## src/rtl/serial_slave_port.sv

```systemverilog
// serial_slave_port: slave endpoint of the serial system bus.
// Receives address (and write data) LSB first, does one word access on a
// local synchronous memory and streams read data back LSB first. With
// SPLIT_EN set, reads are parked behind a SPLIT response and resumed on
// split_grant.
module serial_slave_port #(
   parameter int ADDR_WIDTH    = 12,
   parameter int DATA_WIDTH    = 8,
   parameter bit SPLIT_EN      = 1'b0,
   parameter int SPLIT_LATENCY = 4
) (
   input  logic                  clk,
   input  logic                  rst,
   input  logic                  wdata,
   input  logic                  mode,
   input  logic                  mvalid,
   output logic                  rdata,
   output logic                  svalid,
   output logic                  ready,
   output logic                  split,
   input  logic                  split_grant,
   output logic [ADDR_WIDTH-1:0] mem_addr,
   output logic [DATA_WIDTH-1:0] mem_wdata,
   output logic                  mem_we,
   output logic                  mem_re,
   input  logic [DATA_WIDTH-1:0] mem_rdata
);

   localparam int MAX_W = (ADDR_WIDTH > DATA_WIDTH) ? ADDR_WIDTH : DATA_WIDTH;
   localparam int CNT_W = $clog2(MAX_W + 1);
   localparam int SL_W  = $clog2(SPLIT_LATENCY + 1);

   localparam logic [CNT_W-1:0] ADDR_LAST = CNT_W'(ADDR_WIDTH - 1);
   localparam logic [CNT_W-1:0] DATA_LAST = CNT_W'(DATA_WIDTH - 1);
   localparam logic [SL_W-1:0]  SL_LAST   = SL_W'(SPLIT_LATENCY - 1);

   localparam logic [3:0] S_IDLE       = 4'd0;
   localparam logic [3:0] S_ADDR       = 4'd1;
   localparam logic [3:0] S_WDATA      = 4'd2;
   localparam logic [3:0] S_MEM_WR     = 4'd3;
   localparam logic [3:0] S_MEM_RD     = 4'd4;
   localparam logic [3:0] S_RD_CAP     = 4'd5;
   localparam logic [3:0] S_RDATA      = 4'd6;
   localparam logic [3:0] S_SPLIT      = 4'd7;
   localparam logic [3:0] S_SPLIT_WAIT = 4'd8;
   localparam logic [3:0] S_SPLIT_RDY  = 4'd9;

   logic [3:0]            state;
   logic [CNT_W-1:0]      cnt;
   logic [SL_W-1:0]       sl_cnt;
   logic                  mode_q;
   logic [DATA_WIDTH-1:0] tx_sh;

   logic                  addr_done;
   logic                  is_write;
   logic [ADDR_WIDTH-1:0] addr_ins;
   logic [DATA_WIDTH-1:0] data_ins;

   // rdata comes straight off the TX shift register; it is zero outside a burst
   assign rdata    = tx_sh[0];
   assign addr_ins = mem_addr  | (ADDR_WIDTH'(wdata) << cnt);
   assign data_ins = mem_wdata | (DATA_WIDTH'(wdata) << cnt);
   // a one-bit address frame decides on the live mode bit, otherwise the latched one
   assign is_write = (state == S_IDLE) ? mode : mode_q;

   // flag the cycle in which the final address bit is accepted
   always_comb begin
      addr_done = 1'b0;
      if (mvalid) begin
         if (state == S_IDLE)
            addr_done = (ADDR_WIDTH == 1);
         else if (state == S_ADDR)
            addr_done = (cnt == ADDR_LAST);
      end
   end

   // transaction sequencer: deserialize, access memory, serialize, split handling
   always_ff @(posedge clk) begin
      if (rst) begin
         state     <= S_IDLE;
         cnt       <= '0;
         sl_cnt    <= '0;
         mode_q    <= 1'b0;
         tx_sh     <= '0;
         svalid    <= 1'b0;
         ready     <= 1'b1;
         split     <= 1'b0;
         mem_addr  <= '0;
         mem_wdata <= '0;
         mem_we    <= 1'b0;
         mem_re    <= 1'b0;
      end else begin
         mem_we <= 1'b0;
         mem_re <= 1'b0;
         split  <= 1'b0;
         case (state)
            S_IDLE: begin
               if (mvalid) begin
                  mem_addr <= ADDR_WIDTH'(wdata);
                  mode_q   <= mode;
                  cnt      <= CNT_W'(1);
                  ready    <= 1'b0;
                  state    <= S_ADDR;
               end
            end
            S_ADDR: begin
               if (mvalid) begin
                  mem_addr <= addr_ins;
                  cnt      <= cnt + 1'b1;
               end
            end
            S_WDATA: begin
               if (mvalid) begin
                  mem_wdata <= data_ins;
                  cnt       <= cnt + 1'b1;
                  if (cnt == DATA_LAST) begin
                     mem_we <= 1'b1;
                     state  <= S_MEM_WR;
                  end
               end
            end
            S_MEM_WR: begin
               ready <= 1'b1;
               state <= S_IDLE;
            end
            S_MEM_RD: begin
               state <= S_RD_CAP;
            end
            S_RD_CAP: begin
               tx_sh  <= mem_rdata;
               svalid <= 1'b1;
               cnt    <= '0;
               state  <= S_RDATA;
            end
            S_RDATA: begin
               if (cnt == DATA_LAST) begin
                  tx_sh  <= '0;
                  svalid <= 1'b0;
                  ready  <= 1'b1;
                  state  <= S_IDLE;
               end else begin
                  tx_sh <= tx_sh >> 1;
                  cnt   <= cnt + 1'b1;
               end
            end
            S_SPLIT: begin
               sl_cnt <= '0;
               state  <= S_SPLIT_WAIT;
            end
            S_SPLIT_WAIT: begin
               if (sl_cnt == SL_LAST) begin
                  ready <= 1'b1;
                  state <= S_SPLIT_RDY;
               end else begin
                  sl_cnt <= sl_cnt + 1'b1;
               end
            end
            S_SPLIT_RDY: begin
               if (split_grant) begin
                  ready  <= 1'b0;
                  mem_re <= 1'b1;
                  state  <= S_MEM_RD;
               end
            end
            default: begin
               state <= S_IDLE;
            end
         endcase
         // post-address decision overrides the per-state defaults above
         if (addr_done) begin
            cnt <= '0;
            if (is_write) begin
               mem_wdata <= '0;
               state     <= S_WDATA;
            end else if (SPLIT_EN) begin
               split <= 1'b1;
               state <= S_SPLIT;
            end else begin
               mem_re <= 1'b1;
               state  <= S_MEM_RD;
            end
         end
      end
   end

endmodule

```

## config.mk

```make
export PLATFORM = sky130hd
export DESIGN_NAME = serial_slave_port
export DESIGN_NICKNAME = d
export VERILOG_FILES = /design/src/rtl/serial_slave_port.sv
export SDC_FILE = /design/constraint.sdc
export NUM_CORES = 1
export LEC_CHECK = 0
export CORE_MARGIN = 5
export CORE_UTILIZATION = 30
export DETAILED_ROUTE_END_ITERATION = 7
export PLACE_DENSITY = 0.6
export SETUP_SLACK_MARGIN = 0.4
export SYNTH_ARGS = -nofsm -noshare
export SYNTH_HDL_FRONTEND = slang
export SYNTH_SLANG_ARGS = --single-unit
```

## constraint.sdc

```tcl
create_clock -name clk -period 5 [get_ports clk]
set_input_delay 1.25 -clock clk [delete_from_list [all_inputs] [get_ports clk]]
set_output_delay 1.25 -clock clk [all_outputs]
set_load 0.005 [all_outputs]
```

* After elaboration in Yosys (flattened, before gate mapping) *
Cells that the tools add are included.

word-level totals
  register bits after elaboration = 44
  bits of input ports = 14
  output and inout port bits = 26
  logic and storage cells = 101

operators by class
  add/sub/neg operators = 2
  equality and inequality tests = 27
  shift operators = 2
  multiplexer cells = 39
  bitwise logic cells = 4
  reductions and logical operators = 16

operator list
  kind                                                                   number
  4-bit two-way mux                                                      9
  4-bit one-hot mux with 9 select lines                                  1
  8-bit two-way mux                                                      4
  12-bit two-way mux                                                     2
  12-bit one-hot mux with 2 select lines                                 1
  4-bit by 3-bit equality test with 1-bit output, second input constant  5
  3-bit != test, second input constant                                   6
  2-bit != test, second input constant                                   8
  4-bit one-hot mux with 4 select lines                                  1
  8-bit one-hot mux with 2 select lines                                  1
  1-bit two-way mux                                                      14
  4-bit equality test, second input constant                             3
  12-bit OR                                                              1
  1-bit by 4-bit << shifter with 12-bit output                           1
  4-bit by 2-bit equality test with 1-bit output, second input constant  2
  8-bit OR                                                               1
  1-bit by 4-bit << shifter with 8-bit output                            1
  7-bit two-way mux                                                      1
  7-bit AND reduction                                                    1
  3-bit two-way mux                                                      2
  3-bit one-hot mux with 2 select lines                                  1
  2-bit AND reduction                                                    3
  2-bit nonzero test                                                     3
  1-bit one-hot mux with 5 select lines                                  1
  15 further kinds                                                       17

* Logic depth before layout (Yosys ltp) *
  depth in word-level cells = 6
  depth in mapped cells = 7
  gate-level depth less buffers = 6

* Worst setup path after synthesis *
OpenSTA, ideal clock, no wires.

  path type = input-to-reg
  start point = input port mvalid
  end point = register mem_addr[3]
  library setup time = 0.065 ns
  arrival = 2.235 ns
  required time = 4.935 ns
  path slack = 2.700 ns
  stages on the path = 4
  buffers on the path = 0
  cell sequence = or4b_1 -> nor4_1 -> a31oi_1 -> nor2_1

between the ends
  longest elaborated chain between the ends = 2
  elaborated cells on any way between the ends = 3
  those cells by class = eq/ne (2); reduce/logical (1)

ends and longest elaborated chain
  item                                      RTL line  text
  start, declared                           16        input logic mvalid,
  2-bit != test (no source line)            -
  3-bit AND reduction (no source line) (*)  -
  end signal, assigned                      99        mem_addr <= ADDR_WIDTH'(wdata);
  end signal, assigned                      108       mem_addr <= addr_ins;
  end, declared                             22        output logic [ADDR_WIDTH-1:0] mem_addr,

Mark *: on every way between the ends. The rest lies on a longest branch, timed or not.
A chain may end at the register's enable or synchronous reset.

* Final worst setup path *
Ends and elaborated chain as after synthesis.

==> impl_metrics.env <==
export IMPL_grt_total_usage_pct=12.2
export IMPL_cp_arrival_ns=2.97
export IMPL_cts_num_sinks=44
export IMPL_drtIter0Drc=271
export IMPL_maxCapViolCount=0
export IMPL_critPathCaptureType="flip-flop"
export IMPL_core_um2=6830
export IMPL_crit_slowest_cell="clkdlybuf4s50_1"
export IMPL_grt_start_max_net_pins=22
export IMPL_syn_nets=275
export IMPL_crit_cells=5
export IMPL_nFillCells=713
export IMPL_clockBufferDepth=2
export IMPL_synthCells=258
export IMPL_rsz0062_at_grt="no"
export IMPL_leakage_nw=0.917
export IMPL_clockRootBuffer="clkbuf_8"
export IMPL_clk_pin_slew_ns=0.09
export IMPL_dieArea_um2=8860
export IMPL_place_ws_ns=1.98
export IMPL_cts_htree_levels=2
export IMPL_ir_worst_vdd_mv=0.115
export IMPL_timing_setup_critical_path_class="in2reg"
export IMPL_synth_edf_count=0
export IMPL_io_pins=40
export IMPL_postCtsHoldBufs=0
export IMPL_reg2reg_slack_ns=2.82
export IMPL_maxSlewHeadroom_pct=45.0
export IMPL_hold_slack_ns=0.460
export IMPL_ys_ff_latch=44
export IMPL_crit_fanout=6
export IMPL_switching_share_pct=27.8
export IMPL_cp_required_ns=5.24
export IMPL_fin_area_um2=2650
export IMPL_fin_tns_setup_ns=0
export IMPL_crit_buf_inv=1
export IMPL_p_int_w=0.000566
export IMPL_netlist_area_leader_share_pct=41.5
export IMPL_grt_pass1_wl_um=8830
export IMPL_avgViaCountPerCell=5.00
export IMPL_seqPwrFrac_pct=49.1
export IMPL_ant_nets=0
export IMPL_cts_repair_resized=0
export IMPL_worst_r2r_cell_count=4
export IMPL_hold_path_class="reg2reg"
export IMPL_yosysSeqAreaShare_pct=41.5
export IMPL_ys_warnings_count=0
export IMPL_synthTopCellsByCount="dfxtp_1, nor2_1, a21oi_1"
export IMPL_synth_cell_types=53
export IMPL_gp_congestion=0.815
export IMPL_drv_slew=0
export IMPL_power_frac_clock_pct=36.3
export IMPL_die_w_um=94.1
export IMPL_hpwlAfterDp_um=3710
export IMPL_cts_buffers=5
export IMPL_antenna_found_initial=0
export IMPL_max_clock_freq_mhz=367
export IMPL_comb_power_share_pct=14.6
export IMPL_start_util_pct=31.1
export IMPL_worstMarginPinSlew_ns=0.823
export IMPL_grt_pass1_vias=1775
export IMPL_min_period_over_period_pct=54.5
export IMPL_rows=30
export IMPL_setup_viol=0
export IMPL_slowest_delay_ns=0.57
export IMPL_firstDrtPassIters=4
export IMPL_antenna_cells=0
export IMPL_drive_gt1_share_pct=5.94
export IMPL_worstPathCellList="clkdlybuf4s50_1, or4b_1, nor4_1, a31oi_1, nor2_1"
export IMPL_drt_wl_total_um=5190
export IMPL_yosys_top_cells_area="dfxtp_1, a21oi_1, nor2_1"
export IMPL_clkLatencyLatePin_ns=0.30
export IMPL_crit_family="simple AND/OR/NAND/NOR gates"
export IMPL_drc=0
export IMPL_area_delta_synth_final_pct=24.9
export IMPL_postCtsSetupRepairBufs=0
export IMPL_power_density_nw_per_um2=296
export IMPL_final_nets=302
export IMPL_synth_top_flop_cell="dfxtp_1"
export IMPL_dpl_cell_area_um2=2540
export IMPL_fin_crit_ns=2.73
export IMPL_dieHeight_um=94.1
export IMPL_clock_skew_ns=0.00483
export IMPL_grt_overflow=0
export IMPL_syn_cell_area_um2=2120
export IMPL_routedWlPerCell_um=13.6
export IMPL_p_switching_w=0.000218
export IMPL_status="completed"
export IMPL_async_flop_share_pct=0
export IMPL_hold_violations=0
export IMPL_synth_area_leader_cell="dfxtp_1"
export IMPL_yosys_cell_count_top_type="dfxtp_1"
export IMPL_vias=1909
export IMPL_synth_area_per_cell_um2=8.23
export IMPL_critPathLaunchType="input port"
export IMPL_io_buffers=38
export IMPL_worstHoldPathCells=2
export IMPL_setup_slack_ns=2.27
export IMPL_cts_tree="built"
[worst register-to-register path, stage by stage (launching register included)]
cell and delay, ns:
dfxtp_1 0.74, nor3b_2 0.50, o21ai_1 0.18, or4b_1 0.55, a21oi_1 0.15
[state kept, by name, indices dropped and copies added (netlist names)]
register,flops
cnt,4
mem_addr,12
mem_re,1
mem_wdata,8
mem_we,1
mode_q,1
ready,1
sl_cnt,3
state,4
svalid,1
tx_sh,8
[cell usage in the layout (no fill, tap or decap), types with 3 or more instances in the layout]
master / count
dfxtp_1: 44
clkdlybuf4s50_1: 38
nor2_1: 34
a21oi_1: 26
nand2_1: 21
nand3_1: 13
nor2b_1: 9
o21ai_0: 9
inv_1: 7
a31oi_1: 7
a311oi_1: 7
clkbuf_8: 5
nand2b_1: 4
nor3_1: 4
and2_1: 4
and3_1: 3
and4_1: 3
or3_1: 3
mux2i_1: 3
a211oi_1: 3
ha_1: 3
[metrics by stage]
stage	instances	utilization [%]	power, W
2_1_floorplan	258	-	0.000470
3_3_place_gp	374	37.1	0.000508
3_5_place_dp	374	37.1	0.000507
4_1_cts	382	38.8	0.000789
5_1_grt	382	38.8	0.000821
6_report	382	38.8	0.000785
[path summary, 6_finish.rpt]
kind,start,to
max reg2reg,state[0]$_SDFFE_PP0P_,cnt[1]$_SDFFE_PP0P_
min reg2reg,sl_cnt[2]$_SDFFE_PP0P_,sl_cnt[2]$_SDFFE_PP0P_
max,mvalid,mem_addr[3]$_SDFFE_PP0P_
min,sl_cnt[2]$_SDFFE_PP0P_,sl_cnt[2]$_SDFFE_PP0P_
[power by group through the flow]
| stage | clock network [W] | logic [W] | registers (W) |
|---|---|---|---|
| after global placement | 0 | 0.000115 | 0.000394 |
| after floorplan | 0 | 0.0000967 | 0.000373 |
| after CTS | 0.000289 | 0.000115 | 0.000386 |
| final | 0.000284 | 0.000115 | 0.000385 |
| after detailed placement | 0 | 0.000114 | 0.000393 |
| after global routing | 0.000302 | 0.000129 | 0.000390 |
[metal layers]
| layer | vias to the layer above | global-route usage, % | routed length [µm] |
|---|---|---|---|
| li1 | 983 | - | - |
| met3 | 5 | 2.08 | 203 |
| met1 | 875 | 16.1 | 2340 |
| met5 | - | 0 | 0 |
| met4 | 0 | 4.33 | 57 |
| met2 | 46 | 20.0 | 2590 |
[layout make-up]
type | count | area (µm²) | area share (%)
multi-input combinational | 189 | 1130 | 42.6
clock buffer | 5 | 68.8 | 2.60
clock inverter | 3 | 46.3 | 1.75
timing repair buffer | 38 | 380 | 14.3
inverter | 7 | 26.3 | 0.991
tap | 96 | 120 | 4.53
sequential | 44 | 881 | 33.2
[kinds of logic (layout without fill, tap and decap cells)]
family / Yosys count / after routing / share of synthesized area [%]
simple gates: 111 / 111 / 27.4
flops: 44 / 44 / 41.5
mux: 3 / 3 / 1.41
buf+inv: 25 / 53 / 5.36
fa+ha+maj: 3 / 3 / 1.77
compound gates: 71 / 71 / 22.4
other cells: 1 / 1 / 0.177
Note: power is estimated with default switching activity, not from simulation.
